===== src/rtl/norm_pkg.sv =====
// rtl/norm_pkg.sv - shared widths, select weights and shift-to-select mapping
package norm_pkg;

  localparam int D_WIDTH   = 16;
  localparam int SEL_WIDTH = 4;

  // Shift weight contributed by each select bit of the downstream shifter
  localparam int SEL0_WEIGHT = 8;
  localparam int SEL1_WEIGHT = 4;
  localparam int SEL2_WEIGHT = 2;
  localparam int SEL3_WEIGHT = 1;

  function automatic logic [SEL_WIDTH-1:0] sel_of(input logic [3:0] sh);
    return {sh[0], sh[1], sh[2], sh[3]};
  endfunction

endpackage


===== src/rtl/norm_lzc_pipe_lzc16.sv =====
// rtl/norm_lzc_pipe_lzc16.sv - combinational 16-bit leading-zero counter, 4-level tree
module lzc16 (
  input  logic [15:0] data,
  output logic [4:0]  count
);

  // Each node carries "any bit set" and the zero count within its span
  logic [7:0]      v1;
  logic [7:0]      c1;
  logic [3:0]      v2;
  logic [3:0][1:0] c2;
  logic [1:0]      v3;
  logic [1:0][2:0] c3;
  logic            v4;
  logic [3:0]      c4;

  always_comb begin
    v1 = '0;
    c1 = '0;
    v2 = '0;
    c2 = '0;
    v3 = '0;
    c3 = '0;
    for (int i = 0; i < 8; i++) begin
      v1[i] = data[2*i+1] | data[2*i];
      c1[i] = ~data[2*i+1];
    end
    for (int i = 0; i < 4; i++) begin
      v2[i] = v1[2*i+1] | v1[2*i];
      c2[i] = v1[2*i+1] ? {1'b0, c1[2*i+1]} : {1'b1, c1[2*i]};
    end
    for (int i = 0; i < 2; i++) begin
      v3[i] = v2[2*i+1] | v2[2*i];
      c3[i] = v2[2*i+1] ? {1'b0, c2[2*i+1]} : {1'b1, c2[2*i]};
    end
    v4    = v3[1] | v3[0];
    c4    = v3[1] ? {1'b0, c3[1]} : {1'b1, c3[0]};
    count = v4 ? {1'b0, c4} : 5'd16;
  end

endmodule


===== src/rtl/norm_lzc_pipe.sv =====
// rtl/norm_lzc_pipe.sv - two-stage normalisation front-end; NORM_STAT_EN adds transfer counters
module norm_lzc_pipe
  import norm_pkg::*;
#(
  parameter int EXP_WIDTH = 6
) (
  input  logic                 clk,
  input  logic                 rst_n,
  input  logic                 in_valid,
  output logic                 in_ready,
  input  logic [D_WIDTH-1:0]   in_data,
  input  logic [EXP_WIDTH-1:0] in_exp,
  output logic                 out_valid,
  input  logic                 out_ready,
  output logic [D_WIDTH-1:0]   out_x,
  output logic [SEL_WIDTH-1:0] out_sel,
  output logic [EXP_WIDTH-1:0] out_exp,
  output logic                 out_zero
`ifdef NORM_STAT_EN
  ,
  output logic [15:0]          stat_xfer_cnt,
  output logic [15:0]          stat_zero_cnt
`endif
);

  logic                 s1_valid;
  logic [D_WIDTH-1:0]   s1_data;
  logic [EXP_WIDTH-1:0] s1_exp;
  logic [4:0]           lzc;
  logic                 is_zero;
  logic [3:0]           sh;
  logic                 s2_adv;
  logic                 s1_adv;

  assign s2_adv   = !out_valid || out_ready;
  assign s1_adv   = s1_valid && s2_adv;
  assign in_ready = !s1_valid || s2_adv;

  lzc16 u_lzc (
    .data  (s1_data),
    .count (lzc)
  );

  // Shift is capped by the exponent so out_exp can never wrap below zero
  always_comb begin
    is_zero = (lzc == 5'd16);
    sh      = '0;
    if (!is_zero) begin
      if (EXP_WIDTH'(lzc) < s1_exp) sh = lzc[3:0];
      else                          sh = s1_exp[3:0];
    end
  end

  always_ff @(posedge clk or negedge rst_n) begin
    if (!rst_n) begin
      s1_valid <= 1'b0;
      s1_data  <= '0;
      s1_exp   <= '0;
    end else if (in_ready) begin
      s1_valid <= in_valid;
      if (in_valid) begin
        s1_data <= in_data;
        s1_exp  <= in_exp;
      end
    end
  end

  always_ff @(posedge clk or negedge rst_n) begin
    if (!rst_n) begin
      out_valid <= 1'b0;
      out_x     <= '0;
      out_sel   <= '0;
      out_exp   <= '0;
      out_zero  <= 1'b0;
    end else begin
      if (s2_adv) out_valid <= s1_valid;
      if (s1_adv) begin
        out_x    <= s1_data;
        out_sel  <= sel_of(sh);
        out_exp  <= is_zero ? '0 : s1_exp - EXP_WIDTH'(sh);
        out_zero <= is_zero;
      end
    end
  end

`ifdef NORM_STAT_EN
  logic xfer;
  assign xfer = out_valid && out_ready;

  always_ff @(posedge clk or negedge rst_n) begin
    if (!rst_n) begin
      stat_xfer_cnt <= '0;
      stat_zero_cnt <= '0;
    end else begin
      if (xfer && stat_xfer_cnt != 16'hFFFF) stat_xfer_cnt <= stat_xfer_cnt + 16'd1;
      if (xfer && out_zero && stat_zero_cnt != 16'hFFFF) stat_zero_cnt <= stat_zero_cnt + 16'd1;
    end
  end
`else
  // Statistics hardware is not built in this configuration
`endif

endmodule


===== config.mk =====
export PLATFORM = sky130hd
export DESIGN_NAME = norm_lzc_pipe
export DESIGN_NICKNAME = d
export VERILOG_FILES = /design/src/rtl/norm_pkg.sv /design/src/rtl/norm_lzc_pipe_lzc16.sv /design/src/rtl/norm_lzc_pipe.sv
export SDC_FILE = /design/constraint.sdc
export NUM_CORES = 1
export LEC_CHECK = 0
export ABC_AREA = 1
export ABC_CLOCK_PERIOD_IN_PS = 3500
export CAP_MARGIN = 20
export CORE_AREA = 2 2 70 79
export CTS_CLUSTER_DIAMETER = 150
export DETAILED_ROUTE_END_ITERATION = 6
export DIE_AREA = 0 0 72 81
export HOLD_SLACK_MARGIN = 0.06
export PLACE_DENSITY = 0.74
export SYNTH_ARGS = -nofsm -noshare
export SYNTH_HDL_FRONTEND = slang
export SYNTH_SLANG_ARGS = --single-unit

===== constraint.sdc =====
create_clock -name clk -period 3.5 [get_ports clk]
set_input_delay 0.525 -clock clk [delete_from_list [all_inputs] [get_ports clk]]
set_output_delay 0.525 -clock clk [all_outputs]
set_load 0.01 [all_outputs]

==> metrics, run 1 <==
status=finished clean; number of enable flip-flop cells after synthesis=0; cell with the most instances after synthesis=nand2_1; PnR worst setup slack=237 ps; Hold Vio Cnt, Final=0; worst-path maximum fanout=8; Yosys top cell area share=0.523; Post-Route WL=5080 microns; Total Die Area=5830 sq um; Area Overhead vs Synth=31.0%; core footprint=5150 sq um; minimum clock period=3260 ps; initial antenna violation count=0; drt first pass iters=4; CTS tree=built; Rel. slew slack=0.495; WL/cell=12.8 microns; mapped cell area=2440 sq um; final max-slew violation count=0; most used flip-flop cell after synthesis=dfrtp_1; share of cells above drive strength 1=0.140; Cells after DPL=387; synth warn=0; #FFs+latches synth=51; CTS Sinks=51; height of the die=81 microns; Placement Rows=28; WP buf/inv=2; pin count of the biggest net entering global routing=52; post-CTS setup buffers=0; unrepaired setup endpoints after global routing=false; synth cell count leaders=nand2_1 (57), dfrtp_1 (51), nor2_1 (32); Initial Util=0.474; GRT Util Overall=0.190; CTS clk-pin slew, worst paths=90 ps; Startpoint Class=flop; Worst path max stage delay=420 ps; Post-layout nets=369; gpl congestion=0.830; Seq/Total Area, Yosys=0.523; Hold Crit Class=input pin to asynchronous set/reset pin; Worst setup EP type=flop; vias in the first global route=2,001; Leakage=1.53 nW; CTS resizes=0; Power per Cell Area=573 nW/um^2; Post-Syn Area per Cell=8.74 sq um; Synth cell types=28; leading area contributor after synthesis=dfrtp_1; Vias=2,013; clk root buf=clkbuf_8; Max Fclk=306 MHz; WS Path Type=flop to flop; CTS H-Tree Depth=2; VDD IR-drop max=0.000371 V; filler-free cell count of the finished design=396; final instance area=3200 sq um; synthesized instance count=279; required time worst endpoint=3730 ps; Worst-Margin Slew=756 ps; Synth Net Count=313; fin crit share=0.932; Residual DRC=0; CTS max path bufs=2; dpl hpwl=3740 microns; total power=1.83 mW; final setup fails=0; setup TNS=0 ps; CP cell instances=nor2_2 > nand2_2 > nor2_4 > nand2_4 > inv_2 > nor2_1 > ha_1 > nand2_1 > nor3_2 > nand2_2 > nand2_4 > nand2_2 > nand2_2 > nand2_1 > ha_4 > a21oi_1 > inv_1 > a31oi_2 > or2_2 > nand3_1 > xor2_1 > o21ai_0; first-pass GRT wire length=8610 microns; Worst Path Arrival=3490 ps; critical path's slowest cell=dfrtp_1; total grt overflow=0; Clock Latency Late Sink=300 ps; Top Ports=55; crit-path most repeated cell=nand2_2; Die Width=72 microns; Final Skew=6.04 ps; Post-synth ARST share=1.00; Post-DP Area=3030 sq um; pre-CTS WS=180 ps; Post-CTS Hold Buffers=0; initial DRC count=116; CTS buffer count=5; CP delay by family, top=simple AND/OR/NAND/NOR gates; antenna-violating nets left=0; routed vias/inst=5.08; max_cap viols=0; Area contributors post-synth=dfrtp_1 (52%), nand2_1 (8.8%), a21oi_1 (5.3%); count of input and output buffers=54; Antenna Cells=0
## layer usage
| metal | GRT usage | vias up | share of wire |
|---|---|---|---|
| li1 | - | 1005 | - |
| met3 | 0.0397 | 7 | 0.038 |
| met1 | 0.222 | 961 | 0.42 |
| met2 | 0.351 | 40 | 0.53 |
| met5 | 0 | - | 0 |
| met4 | 0.0528 | 0 | 0.014 |
## path summary, 6_finish.rpt
| check | start | end | slack (ps) | cells past startpoint |
|---|---|---|---|---|
| min in group clk | out_x[3]$_DFFE_PN0P_ | out_x[3]$_DFFE_PN0P_ | 490 | 2 |
| max reg2reg | s1_data[6]$_DFFE_PN0P_ | out_exp[5]$_DFFE_PN0P_ | 240 | 22 |
| max in group asynchronous | rst_n | s1_data[6]$_DFFE_PN0P_ | 2820 | 2 |
| max | s1_data[6]$_DFFE_PN0P_ | out_exp[5]$_DFFE_PN0P_ | 240 | 22 |
| min reg2reg | out_x[3]$_DFFE_PN0P_ | out_x[3]$_DFFE_PN0P_ | 490 | 2 |
| min | rst_n | out_exp[5]$_DFFE_PN0P_ | 160 | 1 |
## final cells by class
class	instances	area, sq um
Fill cell	471	1950
Sequential cell	51	1280
Multi-Input combinational cell	188	1040
Timing Repair Buffer	57	571
Inverter	32	120
Clock buffer	6	82.6
Tap cell	60	75.1
Clock inverter	2	35.0
## worst reg2reg max path: cells and delay by family, from the launching register on
kind / cells / cell delay [ps]
fa+ha+maj: 2 / 500
buf+inv: 2 / 180
xor+xnor: 1 / 140
simple gates: 14 / 1460
compound gates: 3 / 470
flops: 1 / 420
## layout by cell type (no fill, tap or decap), types with 2 or more instances in the layout
master	netlist	final
inv_2	7	8
mux2_2	3	3
nand3_1	12	12
nor2_2	4	5
buf_4	0	2
inv_1	25	24
nand4_1	2	2
nand2_1	57	57
clkbuf_8	0	6
ha_1	7	6
a21oi_1	26	25
o21ai_0	21	21
nand2_2	7	7
dfrtp_1	51	51
xor2_1	2	2
nand2_4	2	2
nor2_1	32	31
nor2_4	3	3
clkdlybuf4s50_1	0	53
## per-stage QoR
step / utilization / hold WS (ps)
2_1_floorplan: - / 229
3_3_place_gp: 0.589 / 464
3_5_place_dp: 0.589 / 469
4_1_cts: 0.612 / 466
5_1_grt: 0.621 / 188
6_report: 0.621 / 163
## state kept, by name, indices dropped and copies added, names as in the netlist
name       count
out_x         16
s1_data       16
out_exp        6
s1_exp         6
out_sel        4
out_valid      1
out_zero       1
s1_valid       1
## report_power, final
part	switching [mW]	total, mW	internal, mW
clock network	0.189	0.420	0.231
logic	0.284	0.597	0.312
registers	0.0870	0.815	0.728
## kinds of logic after synthesis
| family | count (synthesis) | synth area share |
|---|---|---|
| simple gates | 122 | 0.229 |
| compound gates | 52 | 0.117 |
| buf+inv | 40 | 0.0621 |
| xor+xnor | 3 | 0.0108 |
| mux | 3 | 0.0138 |
| fa+ha+maj | 8 | 0.0441 |
| flops | 51 | 0.523 |
No activity file was read; power rests on OpenSTA's default activity.
==> inputs of run 2 (changes only) <==
--- a/config.mk
+++ b/config.mk
@@ -14,6 +14,7 @@
 export DIE_AREA = 0 0 72 81
 export HOLD_SLACK_MARGIN = 0.06
 export PLACE_DENSITY = 0.74
+export SETUP_SLACK_MARGIN = 0.1
 export SYNTH_ARGS = -nofsm -noshare
 export SYNTH_HDL_FRONTEND = slang
 export SYNTH_SLANG_ARGS = --single-unit
==> metrics, run 2 (same netlist as run 1, synthesis figures left out) <==
WS Path Type=flop to flop (unchanged); Global Route met2 Usage=0.351 (unchanged); Post-DP Area=3030 sq um (unchanged); fin crit share=0.915 (was 0.932); Crit Reg-Reg Startpoint=s1_data[6]$_DFFE_PN0P_ (unchanged); antenna-violating nets left=0 (unchanged); part of the power in registers=0.445 (about the same); Leakage=1.55 nW (was 1.53 nW); WP depth=22 (unchanged); Post-Route WL=5180 microns (was 5080 microns); Worst setup EP type=flop (unchanged); gpl congestion=0.830 (unchanged); Critical Path End=out_exp[5]$_DFFE_PN0P_ (unchanged); commonest non-fill, non-tap cell in the layout=nand2_1 (unchanged); filler-free cell count of the finished design=400 (was 396); status=finished clean (unchanged); Max Fclk=312 MHz (was 306 MHz); WP buf/inv=2 (unchanged); Total Die Area=5830 sq um (unchanged); final max-slew violation count=0 (unchanged); drt first pass iters=4 (unchanged); Antenna Cells=0 (unchanged); CTS Sinks=51 (unchanged); Post-layout nets=373 (was 369); worst-path maximum fanout=5 (was 8); max_cap viols=0 (unchanged); Clock Latency Late Sink=300 ps (about the same); required time worst endpoint=3730 ps (about the same); Worst Path Arrival=3430 ps (was 3490 ps); initial DRC count=107 (was 116); Startpoint Class=flop (unchanged); combinational power share=0.328 (was 0.326); height of the die=81 microns (unchanged); vias in the first global route=2,001 (unchanged); Vias=2,028 (was 2,013); total grt overflow=0 (unchanged); count of input and output buffers=54 (unchanged); pin count of the biggest net entering global routing=52 (unchanged); Fillers=469 (was 471); CP cell instances=nor2_2 > nand2_2 > nor2_4 > nand2_4 > inv_2 > nor2_1 > ha_1 > nand2_1 > nor3_2 > nand2_2 > nand2_4 > nand2_2 > nand2_2 > nand2_1 > ha_4 > a21oi_1 > inv_1 > a31oi_2 > or2_2 > nand3_1 > xor2_1 > o21ai_0 (unchanged); CTS H-Tree Depth=2 (unchanged); CP delay by family, top=simple AND/OR/NAND/NOR gates (unchanged); Rel. slew slack=0.493 (was 0.495); routed vias/inst=5.07 (was 5.08); pre-CTS WS=180 ps (unchanged); switching pwr=0.561 mW (was 0.560 mW); WL/cell=13.0 microns (was 12.8 microns); GRT Util Overall=0.190 (unchanged); first-pass GRT wire length=8610 microns (unchanged); grt met1 use=0.222 (unchanged); internal power=1.27 mW (about the same); final setup fails=0 (unchanged); Cells after DPL=387 (unchanged); Area Overhead vs Synth=32.9% (was 31.0%); core footprint=5150 sq um (unchanged); reg-to-reg endpoint=out_exp[5]$_DFFE_PN0P_ (unchanged); final core occ=0.629 (was 0.621); setup TNS=0 ps (unchanged); Hold Crit Class=input pin to asynchronous set/reset pin (unchanged); crit-path most repeated cell=nand2_2 (unchanged); most crowded layer after global routing=met2 (unchanged); Worst path max stage delay=420 ps (about the same); critical path's slowest cell=dfrtp_1 (unchanged); final instance area=3240 sq um (was 3200 sq um); Hold Vio Cnt, Final=0 (unchanged); worst reg2reg path depth=22 (unchanged); CTS buffer count=5 (unchanged); total power=1.83 mW (about the same); minimum clock period=3200 ps (was 3260 ps); CP Launch Point=s1_data[6]$_DFFE_PN0P_ (unchanged); most frequent cells in the layout=nand2_1 (57), clkdlybuf4s50_1 (53), dfrtp_1 (51) (unchanged); CTS max path bufs=2 (unchanged); GR Layer Usage met3=0.0397 (unchanged); Die Width=72 microns (unchanged); PnR worst setup slack=298 ps (was 237 ps); Residual DRC=0 (unchanged); initial antenna violation count=0 (unchanged); share of cells above drive strength 1=0.159 (was 0.140); Placement Rows=28 (unchanged); Sw Ratio=0.306 (about the same); CTS clk-pin slew, worst paths=90 ps (about the same); clk root buf=clkbuf_8 (unchanged); largest registers=out_x: 16 flops, s1_data: 16 flops (unchanged); Worst-Margin Slew=759 ps (was 756 ps); Post-CTS Hold Buffers=0 (unchanged); Power per Cell Area=566 nW/um^2 (was 573 nW/um^2); unrepaired setup endpoints after global routing=false (unchanged); Clk network pwr share=0.228 (was 0.229); dpl hpwl=3740 microns (unchanged); VDD IR-drop max=0.000367 V (was 0.000371 V); CTS tree=built (unchanged); reg-to-reg slack, setup=300 ps (was 240 ps); Final Skew=7.45 ps (was 6.04 ps); hold slack=163 ps (about the same); Top Ports=55 (unchanged); Initial Util=0.474 (unchanged)
==> run 2: cell count changes in the layout (fill, tap and decap cells not counted) <==
cell / delta
buf_4: +4
nand3_1: -1
nand3_2: +1
nor2_1: -2
nor2_2: +1
nor2_4: +1
o21ai_0: -2
o21ai_1: +2
==> run 2: worst min-delay path by stage <==
stage                            from                endpoint  slack (ps)
2_1_floorplan                   rst_n  out_exp[0]$_DFFE_PN0P_         230
3_3_place_gp   out_sel[1]$_DFFE_PN0P_  out_sel[1]$_DFFE_PN0P_         460
3_5_place_dp     out_x[6]$_DFFE_PN0P_    out_x[6]$_DFFE_PN0P_         470
4_1_cts                         rst_n  out_exp[5]$_DFFE_PN0P_         470
5_1_grt                         rst_n  out_exp[5]$_DFFE_PN0P_         190
6_report                        rst_n  out_exp[5]$_DFFE_PN0P_         160
==> run 2: layout make-up <==
class                      count  area, sq um  area share
timing repair buffer          61          601       0.185
sequential                    51         1280       0.394
multi-input combinational    188         1050       0.325
clock buffer                   6         82.6      0.0255
inverter                      32          120      0.0371
tap                           60         75.1      0.0232
clock inverter                 2         35.0      0.0108
==> run 2: what timing repair did <==
item / in CTS / in global routing
setup buffers: 0 / 4
setup endpoints to repair: 0 / 3
resized for setup: 0 / 11
==> run 2: metal layers <==
metal	vias to the layer above	routed length [microns]
li1	1014	-
met1	961	2130
met2	44	2770
met3	9	186
met4	0	97
met5	-	0
==> run 2: power groups by stage <==
stage,clock (mW),combinational [mW],sequential (mW)
2_1_floorplan,0,0.240,0.863
3_3_place_gp,0,0.579,0.824
3_5_place_dp,0,0.594,0.826
4_1_cts,0.428,0.596,0.815
5_1_grt,0.448,0.672,0.834
6_report,0.418,0.601,0.816
==> run 2: worst reg2reg max path: stages, from the launching register on <==
cell and delay, ps:
dfrtp_1 420, nor2_2 150, nand2_2 110, nor2_4 150, nand2_4 80, inv_2 80, nor2_1 50, ha_1 260
nand2_1 60, nor3_2 150, nand2_2 140, nand2_4 110, nand2_2 50, nand2_2 80, nand2_1 80, ha_4 240
a21oi_1 180, inv_1 90, a31oi_2 160, or2_2 140, nand3_1 70, xor2_1 140, o21ai_0 130
==> inputs of run 3 (changes only) <==
--- a/config.mk
+++ b/config.mk
@@ -12,8 +12,9 @@
 export CTS_CLUSTER_DIAMETER = 150
 export DETAILED_ROUTE_END_ITERATION = 6
 export DIE_AREA = 0 0 72 81
+export DONT_BUFFER_PORTS = 1
 export HOLD_SLACK_MARGIN = 0.06
-export PLACE_DENSITY = 0.74
+export PLACE_DENSITY = 0.6
 export SETUP_SLACK_MARGIN = 0.1
 export SYNTH_ARGS = -nofsm -noshare
 export SYNTH_HDL_FRONTEND = slang
==> constraint.sdc (replaced) <==
create_clock -name clk -period 3.5 [get_ports clk]
set_input_delay 0.525 -clock clk [delete_from_list [all_inputs] [get_ports clk]]
set_output_delay 0.525 -clock clk [all_outputs]
set_load 0.1 [all_outputs]
==> metrics, run 3 (same netlist as run 1, synthesis figures left out) <==
status=finished clean (unchanged); PnR worst setup slack=362 ps (was 298 ps); Post-DP Area=2520 sq um (was 3030 sq um); GRT Util Overall=0.187 (was 0.190); vias in the first global route=1,807 (was 2,001); drt first pass iters=4 (unchanged); Initial Util=0.474 (unchanged); Clk network pwr share=0.139 (was 0.228); worst-path maximum fanout=8 (was 5); clk root buf=clkbuf_8 (unchanged); commonest non-fill, non-tap cell in the layout=nand2_1 (unchanged); Clock Latency Late Sink=300 ps (about the same); share of cells above drive strength 1=0.171 (was 0.159); part of the power in registers=0.708 (was 0.445); Final Skew=6.44 ps (was 7.45 ps); combinational power share=0.153 (was 0.328); max_cap viols=0 (unchanged); Sw Ratio=0.561 (was 0.306); CTS H-Tree Depth=2 (unchanged); fin crit share=0.897 (was 0.915); Placement Rows=28 (unchanged); pin count of the biggest net entering global routing=52 (unchanged); VDD IR-drop max=0.000456 V (was 0.000367 V); Post-Route WL=5090 microns (was 5180 microns); Die Width=72 microns (unchanged); WS Path Type=flop to flop (unchanged); Worst-Margin Slew=925 ps (was 759 ps); Area Overhead vs Synth=9.08% (was 32.9%); Worst path max stage delay=420 ps (about the same); Hold Crit Class=input pin to asynchronous set/reset pin (unchanged); post-CTS setup buffers=0 (unchanged); internal power=0.974 mW (was 1.27 mW); CTS tree=built (unchanged); Worst Path Arrival=3370 ps (was 3430 ps); minimum clock period=3140 ps (was 3200 ps); CTS max path bufs=2 (unchanged); dpl hpwl=3690 microns (was 3740 microns); crit-path most repeated cell=nand2_2 (unchanged); most frequent cells in the layout=nand2_1 (57), dfrtp_1 (51), nor2_1 (28) (was nand2_1 (57), clkdlybuf4s50_1 (53), dfrtp_1 (51)); antenna-violating nets left=0 (unchanged); CP cell instances=nor2_2 > nand3_2 > nor2_4 > nand2_4 > inv_2 > nor2_1 > ha_1 > nand2_1 > nor3_2 > nand2_2 > nand2_4 > nand2_2 > nand2_2 > nand2_1 > ha_4 > a21oi_1 > inv_1 > a31oi_2 > or2_4 > nand3_1 > xor2_1 > o21ai_1 (was nor2_2 > nand2_2 > nor2_4 > nand2_4 > inv_2 > nor2_1 > ha_1 > nand2_1 > nor3_2 > nand2_2 > nand2_4 > nand2_2 > nand2_2 > nand2_1 > ha_4 > a21oi_1 > inv_1 > a31oi_2 > or2_2 > nand3_1 > xor2_1 > o21ai_0); CTS buffer count=5 (unchanged); critical path's slowest cell=dfrtp_1 (unchanged); Leakage=1.31 nW (was 1.55 nW); initial antenna violation count=1 (was 0); Residual DRC=0 (unchanged); CTS clk-pin slew, worst paths=90 ps (about the same); WP buf/inv=2 (unchanged); Max Fclk=319 MHz (was 312 MHz); final setup fails=0 (unchanged); core footprint=5150 sq um (unchanged); count of input and output buffers=0 (was 54); largest registers=out_x: 16 flops, s1_data: 16 flops (unchanged); routed vias/inst=5.29 (was 5.07); Power per Cell Area=833 nW/um^2 (was 566 nW/um^2); final instance area=2660 sq um (was 3240 sq um); setup TNS=0 ps (unchanged); pre-CTS WS=175 ps (was 180 ps); Startpoint Class=flop (unchanged); initial DRC count=61 (was 107); Rel. slew slack=0.383 (was 0.493); unrepaired setup endpoints after global routing=true (was false); Post-layout nets=316 (was 373); Vias=1,808 (was 2,028); CP delay by family, top=simple AND/OR/NAND/NOR gates (unchanged); required time worst endpoint=3730 ps (about the same); CTS Sinks=51 (unchanged); first-pass GRT wire length=8330 microns (was 8610 microns); WL/cell=14.9 microns (was 13.0 microns); gpl congestion=0.834 (was 0.830); Worst setup EP type=flop (unchanged); height of the die=81 microns (unchanged); Hold Vio Cnt, Final=0 (unchanged); Top Ports=55 (unchanged); total grt overflow=0 (unchanged); switching pwr=1.24 mW (was 0.561 mW); final core occ=0.517 (was 0.629); Total Die Area=5830 sq um (unchanged); final max-slew violation count=0 (unchanged)
[run 3: timing repair]
item	CTS	global route
setup endpoints to repair	0	3
hold endpoints to repair	51	0
hold buffers	1	0
resized for setup	0	12
[run 3: final cells by class]
| type | count | area [sq um] |
|---|---|---|
| Fill cell | 506 | 2490 |
| Sequential cell | 51 | 1280 |
| Multi-Input combinational cell | 188 | 1050 |
| Inverter | 32 | 120 |
| Tap cell | 60 | 75.1 |
| Clock buffer | 6 | 72.6 |
| Timing Repair Buffer | 4 | 62.6 |
| Antenna cell | 1 | 2.50 |
[run 3: metal layers]
layer  GRT usage  up-vias  part of all wire
li1            -      895                 -
met1       0.219      866              0.41
met2       0.318       36              0.51
met3      0.0409       11             0.040
met4       0.104        0             0.033
met5           0        -                 0
[run 3: final timing paths]
| path | cells past startpoint | endpoint | from | slack [ps] |
|---|---|---|---|---|
| worst max-delay path | 22 | out_exp[5]$_DFFE_PN0P_ | s1_data[15]$_DFFE_PN0P_ | 360 |
| max in group asynchronous | 1 | s1_data[7]$_DFFE_PN0P_ | rst_n | 3210 |
| worst min-delay path | 1 | out_exp[2]$_DFFE_PN0P_ | rst_n | 70 |
| worst max register to register | 22 | out_exp[5]$_DFFE_PN0P_ | s1_data[15]$_DFFE_PN0P_ | 360 |
| worst min register to register | 2 | out_x[6]$_DFFE_PN0P_ | s1_data[6]$_DFFE_PN0P_ | 540 |
| min in group clk | 1 | s1_data[6]$_DFFE_PN0P_ | in_data[6] | 380 |
[run 3: through the flow]
stage                     instances  hold slack [ps]  power (mW)
after floorplan                 279              229        1.81
after global placement          334              231        1.89
after detailed placement        334              231        1.90
after CTS                       341             75.5        2.22
after global routing            342             78.2        2.32
final                           342             71.1        2.22
[run 3: power by group through the flow]
stage	clock [mW]	combinational, mW	sequential [mW]
after floorplan	0	0.249	1.56
final	0.307	0.340	1.57
after global placement	0	0.310	1.58
after global routing	0.336	0.398	1.59
after detailed placement	0	0.318	1.58
after CTS	0.320	0.334	1.57
